### src/rtl/cpu_pkg.sv
// Shared types and instruction encodings for the 9-bit accumulator CPU front end.
package cpu_pkg;
  localparam int INST_W = 9;
  localparam logic [INST_W-1:0] ACK_INST = 9'h1FF;
  localparam logic [2:0] OP_B = 3'd3;
  localparam logic [3:0] OP_BTRU = 4'd11;

  typedef enum logic [1:0] {IDLE, RUN, HALT} fetch_state_t;
endpackage

### src/rtl/branch_lut.sv
// Branch-target register file: async reset, one synchronous write port, one combinational read port.
module branch_lut #(
  parameter int PC_W      = 10,
  parameter int LUT_DEPTH = 16
) (
  input  logic            clk,
  input  logic            rst,
  input  logic            we,
  input  logic [3:0]      waddr,
  input  logic [PC_W-1:0] wdata,
  input  logic [3:0]      raddr,
  output logic [PC_W-1:0] rdata
);
  logic [PC_W-1:0] mem [LUT_DEPTH];

  always_ff @(posedge clk or posedge rst) begin
    if (rst) begin
      for (int i = 0; i < LUT_DEPTH; i++) mem[i] <= '0;
    end else if (we && (int'(waddr) < LUT_DEPTH)) begin
      mem[waddr] <= wdata;
    end
  end

  // Indices beyond the populated depth read as zero.
  always_comb begin
    rdata = '0;
    if (int'(raddr) < LUT_DEPTH) rdata = mem[raddr];
  end
endmodule

### src/rtl/fetch_sequencer.sv
// Instruction fetch front end: owns the PC, resolves B/BTRU through the branch LUT, runs Start/Done.
module fetch_sequencer
  import cpu_pkg::*;
#(
  parameter int PC_W       = 10,
  parameter int LUT_DEPTH  = 16,
  parameter int START_ADDR = 0
) (
  input  logic              Clk,
  input  logic              Reset,
  input  logic              Start,
  output logic [PC_W-1:0]   InstAddr,
  input  logic [INST_W-1:0] InstData,
  output logic [INST_W-1:0] Instruction,
  input  logic              Taken,
  input  logic              LutWe,
  input  logic [3:0]        LutAddr,
  input  logic [PC_W-1:0]   LutData,
  output logic              Done,
  output logic [15:0]       CycleCount
);
  fetch_state_t    state_p0, state_n;
  logic [PC_W-1:0] pc_p0, pc_n;
  logic [15:0]     cnt_p0, cnt_n;
  logic            done_p0, done_n;
  logic            is_b, is_btru;
  logic            lut_we;
  logic [3:0]      lut_raddr;
  logic [PC_W-1:0] lut_rdata;

  function automatic logic [15:0] sat_inc(input logic [15:0] v);
    return (v == 16'hFFFF) ? v : v + 16'd1;
  endfunction

  // Bit 7 plays no part in branch decode.
  assign is_b      = InstData[8] && (InstData[6:4] == OP_B);
  assign is_btru   = !InstData[8] && (InstData[6:3] == OP_BTRU);
  assign lut_raddr = InstData[8] ? InstData[3:0] : {1'b0, InstData[2:0]};
  assign lut_we    = LutWe && (state_p0 != RUN);

  branch_lut #(
    .PC_W      (PC_W),
    .LUT_DEPTH (LUT_DEPTH)
  ) u_lut (
    .clk   (Clk),
    .rst   (Reset),
    .we    (lut_we),
    .waddr (LutAddr),
    .wdata (LutData),
    .raddr (lut_raddr),
    .rdata (lut_rdata)
  );

  always_comb begin
    state_n = state_p0;
    pc_n    = pc_p0;
    cnt_n   = cnt_p0;
    done_n  = done_p0;
    unique case (state_p0)
      IDLE: begin
        if (Start) begin
          state_n = RUN;
          pc_n    = PC_W'(START_ADDR);
          cnt_n   = '0;
        end
      end
      RUN: begin
        cnt_n = sat_inc(cnt_p0);
        if (InstData == ACK_INST) begin
          state_n = HALT;
          done_n  = 1'b1;
        end else if (is_b || (is_btru && Taken)) begin
          pc_n = lut_rdata;
        end else begin
          pc_n = pc_p0 + 1'b1;
        end
      end
      HALT: begin
        if (Start) begin
          state_n = RUN;
          done_n  = 1'b0;
          pc_n    = PC_W'(START_ADDR);
          cnt_n   = '0;
        end
      end
      default: state_n = IDLE;
    endcase
  end

  // Sequencer state register
  always_ff @(posedge Clk or posedge Reset) begin
    if (Reset) begin
      state_p0 <= IDLE;
      pc_p0    <= PC_W'(START_ADDR);
      cnt_p0   <= '0;
      done_p0  <= 1'b0;
    end else begin
      state_p0 <= state_n;
      pc_p0    <= pc_n;
      cnt_p0   <= cnt_n;
      done_p0  <= done_n;
    end
  end

  assign InstAddr    = pc_p0;
  assign Instruction = (state_p0 == RUN) ? InstData : '0;
  assign Done        = done_p0;
  assign CycleCount  = cnt_p0;
endmodule

### config.mk
export PLATFORM = sky130hd
export DESIGN_NAME = fetch_sequencer
export DESIGN_NICKNAME = d
export VERILOG_FILES = /design/src/rtl/cpu_pkg.sv /design/src/rtl/branch_lut.sv /design/src/rtl/fetch_sequencer.sv
export SDC_FILE = /design/constraint.sdc
export NUM_CORES = 1
export LEC_CHECK = 0
export BUFFER_PORTS_ARGS = -buffer_cell sky130_fd_sc_hd__buf_2
export CAP_MARGIN = 20
export CORE_UTILIZATION = 50
export DETAILED_ROUTE_END_ITERATION = 10
export PLACE_DENSITY = 0.78
export SETUP_SLACK_MARGIN = 0.2
export SLEW_MARGIN = 20
export SYNTH_ARGS = -nofsm -noshare
export SYNTH_HDL_FRONTEND = slang
export SYNTH_SLANG_ARGS = --single-unit
### constraint.sdc
create_clock -name Clk -period 5.59 [get_ports Clk]
set_input_delay 0.2795 -clock Clk [delete_from_list [all_inputs] [get_ports Clk]]
set_output_delay 0.2795 -clock Clk [all_outputs]
set_load 0.01 [all_outputs]
After elaboration in Yosys (flattened, before gate mapping)
Index checks and enable logic that the tools add are counted.
{"block": "totals", "register_bits": 189, "output_inout_bits": 36, "elab_cells": 75, "in_bits": 28}
{"block": "classes", "muxes": 21, "bitwise_logic": 2, "reduce_logical": 15, "n_addsub": 2, "n_lt_le_gt_ge": 3, "eq_ne": 12}
{"cell": "160-bit bitwise mux", "n": 1}
{"cell": "10-bit 2-to-1 mux", "n": 6}
{"cell": "10-bit binary-select mux with 4-bit select", "n": 1}
{"cell": "10-bit demux with 4-bit select", "n": 1}
{"cell": "16-bit 2-to-1 mux", "n": 2}
{"cell": "16-bit one-hot mux with 2 select lines", "n": 1}
{"cell": "10-bit one-hot mux with 2 select lines", "n": 1}
{"cell": "16-bit by 1-bit adder with 16-bit output (second input constant)", "n": 1}
{"cell": "16-bit == test (second input constant)", "n": 1}
{"cell": "10-bit by 1-bit adder with 10-bit output (second input constant)", "n": 1}
{"cell": "5-bit >= comparator (second input constant)", "n": 2}
{"cell": "4-bit inverter with 5-bit output", "n": 2}
{"cell": "9-bit == test (second input constant)", "n": 1}
{"cell": "9-bit 2-to-1 mux", "n": 1}
{"cell": "3-bit AND reduction", "n": 3}
{"cell": "2-bit inequality test (second input constant)", "n": 4}
{"cell": "1-bit logical AND", "n": 5}
{"cell": "5-bit by 1-bit less-than comparator with 1-bit output (second input constant)", "n": 1}
{"cell": "4-bit == test (second input constant)", "n": 1}
{"cell": "2-bit 2-to-1 mux", "n": 2}
{"cell": "4-bit 2-to-1 mux", "n": 1}
{"cell": "2-bit by 1-bit inequality test with 1-bit output (second input constant)", "n": 2}
{"cell": "2-bit one-hot mux with 2 select lines", "n": 1}
{"cell": "2-bit nonzero test", "n": 2}
{"cell": "10 further kinds", "n": 11}

Depth between registers and ports, before layout
Gate-level depths: netlist of the first run.
{"block": "depth", "depth_word": 8, "depth_mapped": 8, "mapped_depth_nobuf": 6}

Hierarchy
From an unflattened synthesis of the first run, not the netlist that was laid out.
{"block": "hier_totals", "cells_unflattened": 662, "area_unflattened_um2": 9242.6}
{"module": "branch_lut", "cells_per_inst": 447, "seq_area_each_um2": 4003.8, "area_each_um2": 7300.8, "n_inst": 1}
{"module": "fetch_sequencer", "cells_per_inst": 215, "seq_area_each_um2": 725.7, "area_each_um2": 1941.9, "n_inst": 1}

Worst setup path before layout of the first run
Ideal clock, no wire load.
{"block": "synth_path", "path_type": "reg2reg", "start": "register state_p0[0]", "end": "register u_lut.mem[109] in the netlist's numbering", "arrival_ps": 1614, "setup_slack_ps": 3851, "period_less_slack_ps": 1739, "stages_incl_launch_ff": 6, "setup_time_ps": 125, "path_buffers": 1, "required_ps": 5465, "cell_sequence": "dfrtp_1 -> buf_2 -> nand2b_4 -> nand4b_1 -> nor2_2 -> mux2_2"}
{"block": "synth_between", "elab_chain_len": 2}
{"element": "start: declaration", "line": "fetch_sequencer.sv:22", "source": "fetch_state_t state_p0, state_n;"}
{"element": "start signal: assignment", "line": "fetch_sequencer.sv:98", "source": "state_p0 <= state_n;"}
{"element": "2-bit by 1-bit inequality test with 1-bit output", "line": "fetch_sequencer.sv:39", "source": "assign lut_we = LutWe && (state_p0 != RUN);"}
{"element": "1-bit logical AND", "line": "fetch_sequencer.sv:39"}
{"element": "end signal: indexed assignment", "line": "branch_lut.sv:20", "source": "mem[waddr] <= wdata;"}
{"element": "end: declaration", "line": "branch_lut.sv:14", "source": "logic [PC_W-1:0] mem [LUT_DEPTH];"}
Every way passes these cells.
A chain may end at the register's enable or synchronous reset.

Worst setup path in the final report of the first run
{"block": "layout_path", "start": "register state_p0[1]", "end": "register u_lut.mem[132] in the netlist's numbering"}
The elaborated chain is that of the path after synthesis.

==> summary.txt, run 1 <==
Pwr
  • VDD IR max: 0.246 mV
  • P_leak: 4.87 nW
  • P per Cell Area: 344 nW/um^2
  • Total design power: 3.49 mW

Placed design
  • Port Buffer Count: 63
  • Pre-CTS setup slack: 2.99 ns
  • HPWL after DPL: 13700 microns
  • Placer Congestion: 0.881

CTS
  • CTS resizes: 0
  • CTS Buffer Depth: 2
  • Clk pin slew, worst setup/hold paths: 0.07 ns
  • CTS tree: done
  • Post-cts hold buffer count: 0
  • Skew-Pair Late Insertion Delay: 0.43 ns
  • Postcts setup bufs: 0
  • CTS Sinks: 189
  • Total CTS buffers: 17
  • Root Buffer: clkbuf_16
  • H-tree depth: 4

Setup path
  • Worst Setup End Kind: flip-flop
  • CP max stage cell: or4_1
  • Worst Path Required: 5.91 ns
  • Crit-path leading delay family: simple AND/OR/NAND/NOR gates
  • CP cell instances: nand2b_4 -> nand2_2 -> or4_1 -> mux2_4
  • Critical path type: reg2reg
  • Critical path launch point type: flip-flop
  • CP max FO: 10
  • CP bufs+invs: 0
  • Crit path DAT: 2.64 ns
  • Delay of the slowest critical-path stage: 0.95 ns

STA
  • RSZ-0062 raised after global routing: no
  • Worst Tran Pin Value: 1.03 ns
  • Final Slew Violations: 0
  • Setup violations, final: 0
  • Setup TNS: 0 ns
  • Fmax: 431 MHz
  • Fin crit share: 0.415
  • Final worst path period need: 2.32 ns
  • Final Skew: 0.00640 ns
  • Final Hold Viols: 0
  • Slew HR: 0.311
  • Min setup slack post-route: 3.27 ns

Layout
  • Ant. Diodes: 0
  • Area delta synth->final: 11.4%
  • Final nets: 736
  • Share of cells above drive strength 1: 0.441

Detailed routing
  • Initial drt markers: 426
  • Final WL: 21300 microns
  • # DRC: 0
  • Via count: 5864
  • Via/cell ratio: 6.21
  • Avg WL per Cell: 22.6 microns
  • ANT nets after route: 0
  • 1st-pass router iterations: 4

Global routing
  • First-pass GRT wire length: 33800 microns
  • Largest net degree at the start of global routing: 190
  • Number of global-route vias before repair: 5994
  • Tot GR Track Use: 0.247
  • Total congestion overflow: 0
  • Initial antenna violation count: 0

Yosys
  • Yosys reg bits: 189
  • Syn_area_per_cell: 13.9 sq um
  • EDFF count, synth: 0
  • Post-synth cell types: 56
  • Cells after Synth: 654
  • Dominant synthesized flop cell: dfrtp_1
  • Synthesized cell area: 9090 sq um
  • Post-synthesis async set-or-reset flop share: 1.00
  • Register area share after synthesis: 0.520
  • Synth Warn #: 0
  • Synth Net Count: 684

Floorplanning
  • FP Rows: 48
  • Initial Utilization: 0.519
  • Core Area: 17500 sq um
  • Die Area: 18700 sq um
  • I/O pins: 64
  • Chip height: 137 microns
  • Die Width: 137 microns

Run status
  • Status: finished, final reports clean

Flow run
  • Max cap viols: 0

Worst hold path
  • Min-delay worst type: in2async
==> area by class of cell <==
cell class / instances / area [sq um]
Fill cell: 1346 / 7410
Clock inverter: 14 / 148
Multi-Input combinational cell: 423 / 4150
Inverter: 9 / 37.5
Sequential cell: 189 / 4730
Timing Repair Buffer: 66 / 350
Tap cell: 225 / 282
Clock buffer: 18 / 429
==> cell families (layout without fill, tap and decap cells) <==
family | after synthesis | count (layout) | share of synthesized area
AOI/OAI and AO/OA | 62 | 62 | 0.0476
xor gates and xnor gates | 5 | 5 | 0.00482
adders and majority gates | 2 | 2 | 0.00275
buffers and inverters | 42 | 107 | 0.0234
DFF | 189 | 189 | 0.520
muxes | 206 | 206 | 0.304
and+or+nand+nor | 148 | 148 | 0.0974
==> metal layers <==
metal  track usage  up-vias  wire, microns
met5             0        -              0
met4         0.108        0            521
met1         0.319     3034           8790
li1              -     2551              -
met2         0.397      240          10400
met3        0.0578       39           1560
==> synthesized netlist by cell type, drive strengths merged (2+ instances only) <==
cell | instances | area [sq um]
a2111oi | 2 | 17.5
and4 | 2 | 17.5
mux2 | 161 | 1850
and3 | 18 | 113
nor4 | 2 | 18.8
a211o | 8 | 70.1
o211ai | 4 | 30.0
nor3b | 6 | 45.0
and2 | 11 | 68.8
nor3 | 7 | 73.8
nor2b | 3 | 18.8
nand4b | 3 | 26.3
ha | 2 | 25.0
nand2b | 9 | 63.8
dfrtp | 189 | 4730
a31oi | 6 | 52.6
nand3 | 20 | 100
buf | 20 | 129
or4 | 2 | 15.0
mux2i | 8 | 80.1
inv | 9 | 33.8
mux4 | 37 | 833
a21oi | 7 | 35.0
o31ai | 2 | 15.0
a211oi | 10 | 75.1
nor2 | 23 | 109
nand4 | 6 | 43.8
or3 | 2 | 12.5
nand2 | 30 | 118
xor2 | 4 | 35.0
clkbuf | 13 | 50.0
o21ai | 17 | 85.1
==> through the flow <==
step	util	std cells	hold slack (ns)	area, sq um
after floorplan	-	654	0.431	9100
after global placement	0.545	912	0.482	9550
after detailed placement	0.545	912	0.490	9550
after CTS	0.577	944	0.153	10100
after global routing	0.577	944	0.180	10100
final	0.577	944	0.0938	10100
==> flip-flops by register name, indices dropped and copies added (netlist names) <==
signal,count
InstAddr,10
state_p0,2
CycleCount,16
u_lut.mem,160
Done,1
==> worst paths after layout <==
check / cells after the start / startpoint / slack [ns] / endpoint
setup / recovery: 4 / state_p0[1]$_DFFE_PP0P_ / 3.27 / u_lut.mem[132]$_DFFE_PP0P_
hold / removal: 3 / Reset / 0.09 / u_lut.mem[30]$_DFFE_PP0P_
setup reg to reg: 4 / state_p0[1]$_DFFE_PP0P_ / 3.27 / u_lut.mem[132]$_DFFE_PP0P_
hold reg to reg: 1 / u_lut.mem[98]$_DFFE_PP0P_ / 0.50 / u_lut.mem[98]$_DFFE_PP0P_
max in group asynchronous: 3 / Reset / 4.70 / u_lut.mem[68]$_DFFE_PP0P_
min in group Clk: 3 / Start / 0.17 / state_p0[1]$_DFFE_PP0P_
==> where the power goes <==
part	internal (mW)	switching (mW)
logic	0.293	0.316
registers	1.54	0.158
clock network	0.658	0.522
total	2.49	0.995
==> worst min-delay path, stage by stage <==
cell	delay, ns
buf_2	0.11
clkinvlp_4	0.07
buf_12	0.62
==> placed cells by master (no fill, tap or decap), drive strengths merged, types with 2 or more instances in the layout <==
cell	count
a2111oi	2
a211o	8
a211oi	10
a21oi	7
a31oi	6
and2	11
and3	18
and4	2
buf	66
bufinv	2
clkbuf	18
clkinv	10
clkinvlp	3
dfrtp	189
ha	2
inv	8
mux2	161
mux2i	8
mux4	37
nand2	30
nand2b	9
nand3	20
nand4	6
nand4b	3
nor2	23
nor2b	3
nor3	7
nor3b	6
nor4	2
o211ai	4
o21ai	17
o31ai	2
or3	2
or4	2
xor2	4
Power figures use the tool's default switching activity.
==> run 2, diff against run 1 <==
--- a/config.mk
+++ b/config.mk
@@ -9,7 +9,7 @@
 export CAP_MARGIN = 20
 export CORE_UTILIZATION = 50
 export DETAILED_ROUTE_END_ITERATION = 10
-export PLACE_DENSITY = 0.78
+export PLACE_DENSITY = 0.75
 export SETUP_SLACK_MARGIN = 0.2
 export SLEW_MARGIN = 20
 export SYNTH_ARGS = -nofsm -noshare
==> constraint.sdc (replaced) <==
create_clock -name Clk -period 2.3 [get_ports Clk]
set_input_delay 0.115 -clock Clk [delete_from_list [all_inputs] [get_ports Clk]]
set_output_delay 0.115 -clock Clk [all_outputs]
set_load 0.01 [all_outputs]
==> run 2 against run 1 <==
  * Clock-buffer cell count grew 3
  * Critical path depth rose by 1
  * Sequential share of layout area down 1.2 points
  * Total power grew 140%
  * Clock power is 140% higher
  * Clock skew increased by 0.0019 ns
  * Setup slack worse by 2.9 ns
  * Sequential power is 140% higher
  * Global-route usage rose by 0.75 points
  * Sequential cell count unchanged
  * Design area increased by 2.6%
  * Critical endpoint is now u_lut.mem[153]$_DFFE_PP0P_
  * Largest cell class unchanged
  * Largest power group unchanged
==> summary.txt, run 2 (same netlist as run 1, synthesis figures left out) <==
Detailed routing
  • ANT nets after route: 0
  • Final WL: 21900 microns
  • Via count: 5950
  • Uppermost layer routed: met4
  • 1st-pass router iterations: 6
  • Met3 WL post-DR: 1370 microns
  • # DRC: 0
  • Met1 WL: 8990 microns
  • Met2 Routed Length: 10700 microns
  • Via/cell ratio: 6.12
  • Avg WL per Cell: 22.5 microns
  • Initial drt markers: 485

Layout
  • Largest register by flop count: u_lut.mem
  • Area delta synth->final: 14.2%
  • Fill cells: 1359
  • Largest register FFs: 160
  • Most frequent cells in the layout: dfrtp_1, mux2_2, buf_2, mux4_2, nand2_1
  • Ant. Diodes: 0
  • Final instance area: 10400 sq um
  • Share of cells above drive strength 1: 0.461
  • Final nets: 765
  • Commonest non-fill, non-tap cell in the layout: dfrtp_1

STA
  • Slew HR: 0.493
  • RSZ-0062 raised after global routing: no
  • Setup violations, final: 0
  • Worst Tran Pin Value: 0.761 ns
  • Final worst path period need: 1.97 ns
  • Fin crit share: 0.857
  • Fmax: 507 MHz
  • Min setup slack post-route: 0.328 ns
  • Final Slew Violations: 0
  • Final Hold Viols: 0
  • Final Skew: 0.00831 ns

Setup path
  • Critical path launch point type: flip-flop
  • Crit path DAT: 2.28 ns
  • Flop-to-flop setup slack: 0.33 ns
  • FF-to-FF Start: state_p0[0]$_DFFE_PP0P_
  • Critical path type: reg2reg
  • R2R depth: 5
  • Worst Setup End Kind: flip-flop
  • CP max stage cell: dfrtp_1
  • Crit-path leading delay family: simple AND/OR/NAND/NOR gates
  • Worst Path Required: 2.61 ns
  • CP bufs+invs: 0
  • Critical Path Start: state_p0[0]$_DFFE_PP0P_
  • RR Endpoint: u_lut.mem[153]$_DFFE_PP0P_
  • Worst Setup EP: u_lut.mem[153]$_DFFE_PP0P_
  • CP cell instances: nand2b_4 -> nand2_2 -> nor3_2 -> nand2_1 -> mux2_2
  • CP max FO: 10
  • Critical path depth: 5
  • Delay of the slowest critical-path stage: 0.48 ns

CTS
  • CTS Sinks: 189
  • Postcts setup bufs: 0
  • CTS Buffer Depth: 2
  • Total CTS buffers: 17
  • Post-cts hold buffer count: 1
  • CTS resizes: 0
  • Clk pin slew, worst setup/hold paths: 0.07 ns
  • H-tree depth: 4
  • Root Buffer: clkbuf_16
  • Skew-Pair Late Insertion Delay: 0.43 ns
  • CTS tree: done

Floorplanning
  • Core Area: 17500 sq um
  • FP Rows: 48
  • Die Area: 18700 sq um
  • I/O pins: 64
  • Chip height: 137 microns
  • Die Width: 137 microns
  • Initial Utilization: 0.519

Placed design
  • HPWL after DPL: 14800 microns
  • Pre-CTS setup slack: 0.335 ns
  • Placer Congestion: 0.863
  • Port Buffer Count: 63
  • DP Area: 9800 sq um

Global routing
  • Initial antenna violation count: 0
  • Number of global-route vias before repair: 6150
  • Total congestion overflow: 0
  • First-pass GRT wire length: 34500 microns
  • Largest net degree at the start of global routing: 96
  • Tot GR Track Use: 0.254

Flow run
  • Max cap viols: 0

Worst hold path
  • Min-delay worst type: in2reg

Pwr
  • P per Cell Area: 819 nW/um^2
  • VDD IR max: 0.598 mV
  • P_leak: 5.03 nW

Run status
  • Status: finished, final reports clean
run 2: cell types whose count changed in the layout (fill, tap and decap cells not counted):
cell | previous run | this run
buf_12 | 1 | 4
bufinv_16 | 2 | 1
clkinvlp_4 | 3 | 2
inv_6 | 0 | 2
inv_8 | 0 | 1
clkinv_2 | 4 | 3
clkbuf_8 | 0 | 3
buf_4 | 2 | 27
clkinv_4 | 6 | 3
dlygate4sd3_1 | 0 | 1
run 2: layout make-up:
type	instances	area, sq um	share of cell area
inverter	9	37.5	0.00361
tap	225	282	0.0271
clock buffer	21	470	0.0453
sequential	189	4730	0.455
multi-input combinational	423	4150	0.400
clock inverter	11	108	0.0104
timing repair buffer	95	608	0.0585
run 2: worst min path at each step:
stage	startpoint	endpoint	cells past startpoint
floorplan	LutData[0]	u_lut.mem[30]$_DFFE_PP0P_	1
global placement	Reset	u_lut.mem[11]$_DFFE_PP0P_	3
detailed placement	Reset	u_lut.mem[31]$_DFFE_PP0P_	3
CTS	Start	state_p0[1]$_DFFE_PP0P_	3
global route	Start	state_p0[1]$_DFFE_PP0P_	3
finish	Start	state_p0[1]$_DFFE_PP0P_	3
run 2: layer usage:
metal	vias to the layer above	global-route usage
met3	46	0.0511
met2	216	0.411
li1	2613	-
met1	3075	0.326
met5	-	0
met4	0	0.129
run 2: worst min-delay path, cell delays in order:
cell	delay [ns]
buf_2	0.12
nand2b_1	0.11
o21ai_0	0.07
run 2: power by group:
group	switching, mW	internal [mW]	total (mW)
sequential	0.387	3.75	4.14
clock	1.26	1.59	2.85
combinational	0.780	0.736	1.52
total	2.43	6.08	8.50
run 2: metrics by stage:
stage / setup TNS (ns) / util / instances / power (mW) / hold slack, ns
after floorplan: -47.15 / - / 654 / 5.11 / 0.267
after global placement: 0 / 0.559 / 940 / 5.61 / 0.315
after detailed placement: 0 / 0.559 / 940 / 5.70 / 0.331
after CTS: 0 / 0.592 / 973 / 8.56 / 0.0144
after global routing: 0 / 0.592 / 973 / 8.91 / 0.0571
final: 0 / 0.592 / 973 / 8.50 / 0.0354
